==> config.mk <==
export PLATFORM = sky130hd
export DESIGN_NAME = flex_down_timer
export DESIGN_NICKNAME = d
export VERILOG_FILES = /design/src/rtl/flex_down_timer.sv
export SDC_FILE = /design/constraint.sdc
export NUM_CORES = 1
export LEC_CHECK = 0
export CAP_MARGIN = 40
export CORE_ASPECT_RATIO = 0.8
export CORE_UTILIZATION = 30
export CTS_CLUSTER_SIZE = 25
export DETAILED_ROUTE_END_ITERATION = 16
export HOLD_SLACK_MARGIN = 0.15
export RECOVER_POWER = 50
export SETUP_SLACK_MARGIN = 0.05
export SYNTH_ARGS = -nofsm -noshare
export SYNTH_HDL_FRONTEND = slang
export SYNTH_SLANG_ARGS = --single-unit
export TNS_END_PERCENT = 10
==> constraint.sdc <==
create_clock -name clk -period 3 [get_ports clk]
set_input_delay 0.6 -clock clk [delete_from_list [all_inputs] [get_ports clk]]
set_output_delay 0.6 -clock clk [all_outputs]
set_load 0.05 [all_outputs]
==> src/rtl/flex_down_timer.sv <==
// Programmable down-counting timer: a prescaled tick counts a loaded interval down to
// zero, then either stops in EXPIRED (one-shot) or reloads and keeps running (periodic).
module flex_down_timer #(
    parameter int NUM_CNT_BITS  = 8,
    parameter int PRESCALE_BITS = 4
) (
    input  logic                     clk,
    input  logic                     nrst,
    input  logic [NUM_CNT_BITS-1:0]  load_val,
    input  logic [PRESCALE_BITS-1:0] prescale,
    input  logic                     periodic,
    input  logic                     start,
    input  logic                     stop,
    input  logic                     pause,
    output logic [NUM_CNT_BITS-1:0]  count_out,
    output logic                     busy,
    output logic                     done,
    output logic                     expired
);

    typedef enum logic [1:0] {
        IDLE    = 2'd0,
        RUN     = 2'd1,
        PAUSED  = 2'd2,
        EXPIRED = 2'd3
    } state_t;

    state_t                   r_state;
    state_t                   w_next_state;
    logic [NUM_CNT_BITS-1:0]  r_count;
    logic [NUM_CNT_BITS-1:0]  r_reload;
    logic [PRESCALE_BITS-1:0] r_prescale;
    logic [PRESCALE_BITS-1:0] r_pcnt;
    logic                     r_periodic;
    logic                     r_done;

    logic w_start_ok;
    logic w_active;
    logic w_tick;
    logic w_expire;

    assign w_start_ok = start && (load_val != '0);
    // A PAUSED cycle with pause released counts immediately, so each pause cycle
    // costs exactly one cycle of delay.
    assign w_active   = ((r_state == RUN) || (r_state == PAUSED)) && !pause;
    assign w_tick     = (r_pcnt == r_prescale);
    assign w_expire   = w_active && w_tick && (r_count == NUM_CNT_BITS'(1));

    // State register
    always_ff @(posedge clk or negedge nrst) begin
        if (!nrst) begin
            r_state <= IDLE;
        end else begin
            // NOTE: sequential state uses non-blocking assignments so every register
            // samples pre-edge values regardless of block ordering.
            r_state <= w_next_state;
        end
    end

    // Next-state logic; priority is stop > start > pause
    always_comb begin
        // NOTE: default first so no path leaves w_next_state unassigned (no latch).
        w_next_state = r_state;
        if (stop) begin
            w_next_state = IDLE;
        end else if (w_start_ok) begin
            w_next_state = RUN;
        end else begin
            case (r_state)
                RUN, PAUSED: begin
                    if (pause)                       w_next_state = PAUSED;
                    else if (w_expire && !r_periodic) w_next_state = EXPIRED;
                    else                             w_next_state = RUN;
                end
                default: w_next_state = r_state;
            endcase
        end
    end

    // Counter, prescaler, latched configuration and the registered done pulse
    always_ff @(posedge clk or negedge nrst) begin
        if (!nrst) begin
            r_count    <= '0;
            r_reload   <= '0;
            r_prescale <= '0;
            r_pcnt     <= '0;
            r_periodic <= 1'b0;
            r_done     <= 1'b0;
        end else if (stop) begin
            r_count <= '0;
            r_pcnt  <= '0;
            r_done  <= 1'b0;
        end else if (w_start_ok) begin
            // A restart abandons the running interval without reporting its expiry.
            r_reload   <= load_val;
            r_prescale <= prescale;
            r_periodic <= periodic;
            r_count    <= load_val;
            r_pcnt     <= '0;
            r_done     <= 1'b0;
        end else begin
            r_done <= 1'b0;
            if (w_active) begin
                r_pcnt <= w_tick ? '0 : r_pcnt + PRESCALE_BITS'(1);
                if (w_tick) begin
                    if (r_count > NUM_CNT_BITS'(1)) begin
                        r_count <= r_count - NUM_CNT_BITS'(1);
                    end else if (r_count == NUM_CNT_BITS'(1)) begin
                        r_count <= r_periodic ? r_reload : '0;
                        r_done  <= 1'b1;
                    end
                end
            end
        end
    end

    // Output logic
    always_comb begin
        busy    = (r_state == RUN) || (r_state == PAUSED);
        expired = (r_state == EXPIRED);
    end

    assign count_out = r_count;
    assign done      = r_done;

endmodule
==> results of run 1 <==
-- where the power goes --
group | internal, uW | total, uW | switching (uW)
sequential | 412 | 451 | 39.5
clock | 118 | 236 | 118
combinational | 106 | 249 | 143
total | 636 | 936 | 300
-- cell usage in the layout, fill, tap and decap left out, types with 3 or more instances in the layout --
master and count:
nand2_1 30, nor2_1 15, o21ai_0 5, nor2b_1 4
nor3_1 6, clkbuf_8 4, xnor2_1 7, nand3_1 6
ha_1 4, and3_1 4, o31ai_1 6, a31oi_1 3
a21oi_1 5, mux2_2 4, a311oi_1 3, dfrtp_1 28
clkdlybuf4s50_1 26
-- critical path, delay by kind of cell --
kind	cells	cell delay, ns
and+or+nand+nor	2	0.76
AOI/OAI and AO/OA	3	0.87
buffers and inverters	1	0.56
-- routing by layer --
| layer | vias up | share of wire [%] |
|---|---|---|
| met5 | - | 0 |
| met4 | 0 | 1.3 |
| met3 | 4 | 6.6 |
| met2 | 49 | 41 |
| met1 | 659 | 51 |
| li1 | 663 | - |
-- final cells by class --
cell class	count	area share [%]
multi-input cells	131	42.1
well taps	62	3.93
clock buffers	4	2.79
repair buffers	32	15.3
flip-flops and latches	28	35.5
inverters	2	0.380
-- sequential cells by signal, summed over array words and instances, names as in the netlist --
| register | cells |
|---|---|
| count_out | 8 |
| r_reload | 8 |
| r_pcnt | 4 |
| r_prescale | 4 |
| r_state | 2 |
| done | 1 |
| r_periodic | 1 |
-- per-stage QoR --
step / area [sq um] / instances
after global placement: 1950 / 255
after floorplan: 1600 / 168
final: 1980 / 259
after global routing: 1980 / 259
after detailed placement: 1950 / 255
after CTS: 2000 / 259
-- logic make-up after synthesis --
kind of cell    after synthesis
simple gates                 82
mux                           7
buf+inv                       9
fa+ha+maj                     4
xor+xnor                      7
flops                        28
compound gates               31
-- how the worst max path moves through the flow --
stage	from	endpoint	slack (ns)	cells after the start
detailed placement	load_val[4]	count_out[5]	0.57	6
CTS	r_state[0]	busy	0.56	2
floorplan	count_out[0]	count_out[2]	0.76	8
global placement	pause	count_out[2]	0.55	6
global route	load_val[5]	count_out[0]	0.26	6
finish	load_val[5]	count_out[5]	0.42	6
==> flow_metrics.tcl, run 1 <==
set metrics [dict create \
    postCtsResizedCells 0 \
    synth-compound-area-share_pct 14.7 \
    route.detailed.drc 0 \
    yosys-top-cells-count "30 x nand2_1, 28 x dfrtp_1, 15 x nor2_1, 7 x xnor2_1" \
    post-route-worst-setup-slack_ns 0.417 \
    drive_gt1_share_pct 7.61 \
    dpl_worst_slack_ns 0.571 \
    grt_start_max_net_pins 29 \
    portBuffers 28 \
    drv.max_cap_violation_count 1 \
    path_max_fanout 14 \
    synth-warning-count 0 \
    synth_top_family_by_area "simple AND/OR/NAND/NOR gates" \
    cts.path.max_buffers 2 \
    timing.setup.critical_path_class "in2reg" \
    worst_path_max_delay_cell "dlygate4sd3_1" \
    busiest_layer "met1" \
    maxClockFrequency_mhz 387 \
    r2r_slack_ns 0.92 \
    run_status "complete, but fails checks" \
    hold_slack_ns 0.484 \
    synthDistinctLibCells 43 \
    numCtsBuffers 3 \
    ys.flop_type "dfrtp_1" \
    die_w_microns 83.6 \
    h_tree_depth 1 \
    cts_tree "done" \
    yosys.area_share.adder_pct 3.13 \
    seqCellArea_sq_um 701 \
    finalSetupViolCount 0 \
    cts.sink_count 28 \
    post-dp-hpwl_microns 2840 \
    detailroute.via_count 1375 \
    overflow 0 \
    nFillCells 531 \
    final.setup_skew_ns 0.00245 \
    synth_largest_area_cell "dfrtp_1" \
    synth.mux.area_fraction_pct 4.85 \
    cp_cell_sequence "dlygate4sd3_1 -> or4_1 -> o21ai_0 -> nand2b_4 -> a31o_1 -> a21oi_1" \
    groute.layer.met3.usage_pct 2.93 \
    synthArstFlopShare_pct 100 \
    slew_headroom_pct -1.37 \
    placer_congestion 0.793 \
    grt_setup_unrepaired "no" \
    yosysSeqAreaShare_pct 43.8 \
    whs_path_depth 2 \
    synthesis.nets 190 \
    clock_pin_slew_worst_setup_and_hold_paths_ns 0.09 \
    layout_min_cycle_time_ns 2.58 \
    holdCritPathClass "reg2reg" \
    synth_simple_gate_area_share_pct 26.7 \
    die_area_sq_um 5630 \
    ctsHoldBuffers 0 \
    initial_antenna_violation_count 0 \
    min_delay_worst_endpoint "r_reload[3]" \
    worst_setup_path_end_kind "flip-flop" \
    synth_area_sq_um 1600 \
    grt_first_pass_wirelength_microns 6440 \
    initial_standard_cell_utilization_of_the_core_pct 31.6 \
    finalWirelength_microns 3870 \
    worst_r2r_startpoint "count_out[0]" \
    grtUsageMet1_pct 21.8 \
    worst-endpoint-arrival_ns 2.79 \
    placementRows 23 \
    leakagePower_uw 0.000819 \
    post_synth_xor_area_fraction_pct 3.83 \
    power.density_nw_per_um2 474 \
    finalMaxSlewViolations 29 \
    critPathLaunchType "input port" \
    netlist_instances 168 \
    synth-edff-count 0 \
    timing_hold_violations_final 0 \
    tot_pwr_uw 936 \
    antenna_cells 0 \
    max_slew.worst_pin.slew_ns 1.52 \
    detailedRoute.firstPassIterationCount 4 \
    reg2reg_depth 7 \
    routed_vias_inst 5.31 \
    worstReg2RegEnd "count_out[0]" \
    post_cts.repair.setup_buffers 0 \
    wire_per_inst_microns 14.9 \
    worstSkewPairLatency_ns 0.28 \
    min_from "r_reload[3]" \
    multi_input_comb_area_sq_um 832 \
    yosysMostFrequentCell "nand2_1" \
    yosys.area.top_type_share_pct 43.8 \
    grt_pass1_vias 1293 \
    floorplan.core_area_sq_um 5060 \
    setup_tns_ns 0 \
    violations_in_the_final_reports "capacitance limit, slew limit" \
    pin_count 29 \
    max_stage_delay_ns 0.56 \
    synth_area_leaders "dfrtp_1 44%, nand2_1 7.0%, xnor2_1 3.8%" \
    synth.ff_latch_count 28 \
    grt.total_usage_pct 14.8 \
    clk_root_buffer_cell "clkbuf_8" \
    grtUsageMet2_pct 21.4 \
    number_of_drc_markers_in_iteration_0 73 \
    nets 220 \
    worst_voltage_drop_across_the_vdd_grid_uv 207 \
    detail-route-antenna-nets 0 \
    final_core_util_pct 39.0 \
    die_y_microns 67.3 \
    layout-area-overhead-vs-synth_pct 23.6 \
    synth_area_per_cell_sq_um 9.52 \
    cp_data_required_time_ns 3.20 \
    layout_worst_path_cycle_share_pct 86.1 \
]
No activity file was read; power rests on OpenSTA's default activity.
==> run 2, diff against run 1 <==
--- a/config.mk
+++ b/config.mk
@@ -5,8 +5,10 @@
 export SDC_FILE = /design/constraint.sdc
 export NUM_CORES = 1
 export LEC_CHECK = 0
+export ABC_CLOCK_PERIOD_IN_PS = 3000
 export CAP_MARGIN = 40
 export CORE_ASPECT_RATIO = 0.8
+export CORE_MARGIN = 2
 export CORE_UTILIZATION = 30
 export CTS_CLUSTER_SIZE = 25
 export DETAILED_ROUTE_END_ITERATION = 16
==> run 2 against run 1 <==
Against the previous run:
- the run still ends with capacitance limit, slew limit left
- core utilization grew 0.17 points
- setup slack gained 0.050 ns
- die area grew 5.4%
==> flow_metrics.tcl, run 2 (same netlist as run 1, synthesis figures left out) <==
set metrics [dict create \
    critical_path_source "load_val[4]" \
    worst-endpoint-arrival_ns 2.69 \
    power_report.internal_total_uw 696 \
    cp_data_required_time_ns 3.15 \
    setup_tns_ns 0 \
    grt_start_max_net_pins 29 \
    die_area_sq_um 5930 \
    nFillCells 515 \
    worst_setup_path_end_kind "flip-flop" \
    power_switching_uw 300 \
    post-dp-hpwl_microns 2790 \
    count_of_placed_standard_cells_including_taps 253 \
    power.density_nw_per_um2 502 \
    maxClockFrequency_mhz 395 \
    grt.total_usage_pct 12.8 \
    grt_setup_unrepaired "no" \
    portBuffers 28 \
    die_w_microns 85.6 \
    postCtsResizedCells 0 \
    seqPwrFrac_pct 45.4 \
    finalSetupViolCount 0 \
    worst_voltage_drop_across_the_vdd_grid_uv 360 \
    layout_min_cycle_time_ns 2.53 \
    drive_gt1_share_pct 7.69 \
    overflow 0 \
    min_delay_worst_endpoint "r_reload[3]" \
    reg2reg_depth 7 \
    clock_pin_slew_worst_setup_and_hold_paths_ns 0.10 \
    critPathLaunchType "input port" \
    placer_congestion 0.807 \
    worstReg2RegEnd "count_out[1]" \
    detail-route-antenna-nets 0 \
    routed_vias_inst 5.23 \
    route.detailed.drc 0 \
    min_from "r_reload[3]" \
    wire_per_inst_microns 14.6 \
    layout-area-overhead-vs-synth_pct 24.1 \
    holdCritPathClass "reg2reg" \
    cts.sink_count 28 \
    finalMaxSlewViolations 29 \
    floorplan.core_area_sq_um 5060 \
    worst_r2r_startpoint "count_out[0]" \
    cts_tree "done" \
    max_slew.worst_pin.slew_ns 1.52 \
    nets 218 \
    antenna_cells 0 \
    tot_pwr_uw 996 \
    violations_in_the_final_reports "capacitance limit, slew limit" \
    worstSkewPairLatency_ns 0.28 \
    share_clk_of_total_power_pct 30.1 \
    pin_count 29 \
    numCtsBuffers 3 \
    timing.setup.critical_path_class "in2reg" \
    detailedRoute.firstPassIterationCount 4 \
    initial_antenna_violation_count 0 \
    dpl_worst_slack_ns 0.340 \
    placementRows 23 \
    final_cell_mix "30 x nand2_1, 28 x dfrtp_1, 27 x clkdlybuf4s50_1, 15 x nor2_1, 7 x xnor2_1" \
    post-route-worst-setup-slack_ns 0.466 \
    layout_worst_path_cycle_share_pct 84.5 \
    initial_standard_cell_utilization_of_the_core_pct 31.6 \
    leakagePower_uw 0.000821 \
    whs_path_depth 2 \
    hold_slack_ns 0.491 \
    grt_pass1_vias 1248 \
    r2r_slack_ns 0.92 \
    timing_hold_violations_final 0 \
    grt_first_pass_wirelength_microns 6170 \
    post_cts.repair.setup_buffers 0 \
    finalWirelength_microns 3760 \
    ctsHoldBuffers 0 \
    power.switching_fraction_pct 30.1 \
    stdcell_count 257 \
    clk_root_buffer_cell "clkbuf_8" \
    run_status "complete, but fails checks" \
    h_tree_depth 1 \
    final_common_cell "nand2_1" \
    die_y_microns 69.3 \
    detailroute.via_count 1345 \
    multi_input_comb_area_sq_um 836 \
    p_comb_share_pct 24.5 \
    slew_headroom_pct -1.05 \
    final.setup_skew_ns 0.00596 \
    drv.max_cap_violation_count 1 \
    path_max_fanout 14 \
    cts.path.max_buffers 2 \
    seqCellArea_sq_um 701 \
    number_of_drc_markers_in_iteration_0 77 \
]
[run 2: area by class of cell]
class | count | area share [%]
timing repair buffer | 30 | 14.7
multi-input combinational | 131 | 42.1
clock inverter | 1 | 1.51
sequential | 28 | 35.3
clock buffer | 3 | 2.08
tap | 62 | 3.91
inverter | 2 | 0.378
[run 2: routing by layer]
| layer | up-vias | GRT usage [%] | routed length [microns] |
|---|---|---|---|
| li1 | 661 | - | - |
| met1 | 651 | 19.6 | 1990 |
| met2 | 31 | 18.6 | 1550 |
| met3 | 2 | 2.74 | 192 |
| met4 | 0 | 2.12 | 27 |
| met5 | - | 0 | 0 |
[run 2: worst max-delay path, stage by stage]
cell	delay (ns)
clkdlybuf4s50_1	0.42
or4_1	0.58
o21ai_0	0.53
nand2b_4	0.24
nor3_1	0.26
a221oi_2	0.06
[run 2: how the worst max path moves through the flow]
stage	endpoint	slack, ns	cells past startpoint
6_report	count_out[7]	0.47	6
5_1_grt	count_out[1]	0.32	6
4_1_cts	busy	0.56	2
3_5_place_dp	r_prescale[3]	0.34	4
3_3_place_gp	r_prescale[0]	0.37	4
2_1_floorplan	count_out[2]	0.76	8
[run 2: metrics by stage]
step / util [%] / cell area [sq um]
2_1_floorplan: - / 1600
3_3_place_gp: 38.1 / 1930
3_5_place_dp: 38.1 / 1930
4_1_cts: 39.6 / 2000
5_1_grt: 39.2 / 1980
6_report: 39.2 / 1980
[run 2: power by group through the flow]
stage                     Combinational, uW  Sequential, uW  Clock, uW
after floorplan                         146             474          0
after global placement                  247             459          0
after detailed placement                248             459          0
after CTS                               249             452        309
after global routing                    269             457        320
final                                   244             452        300
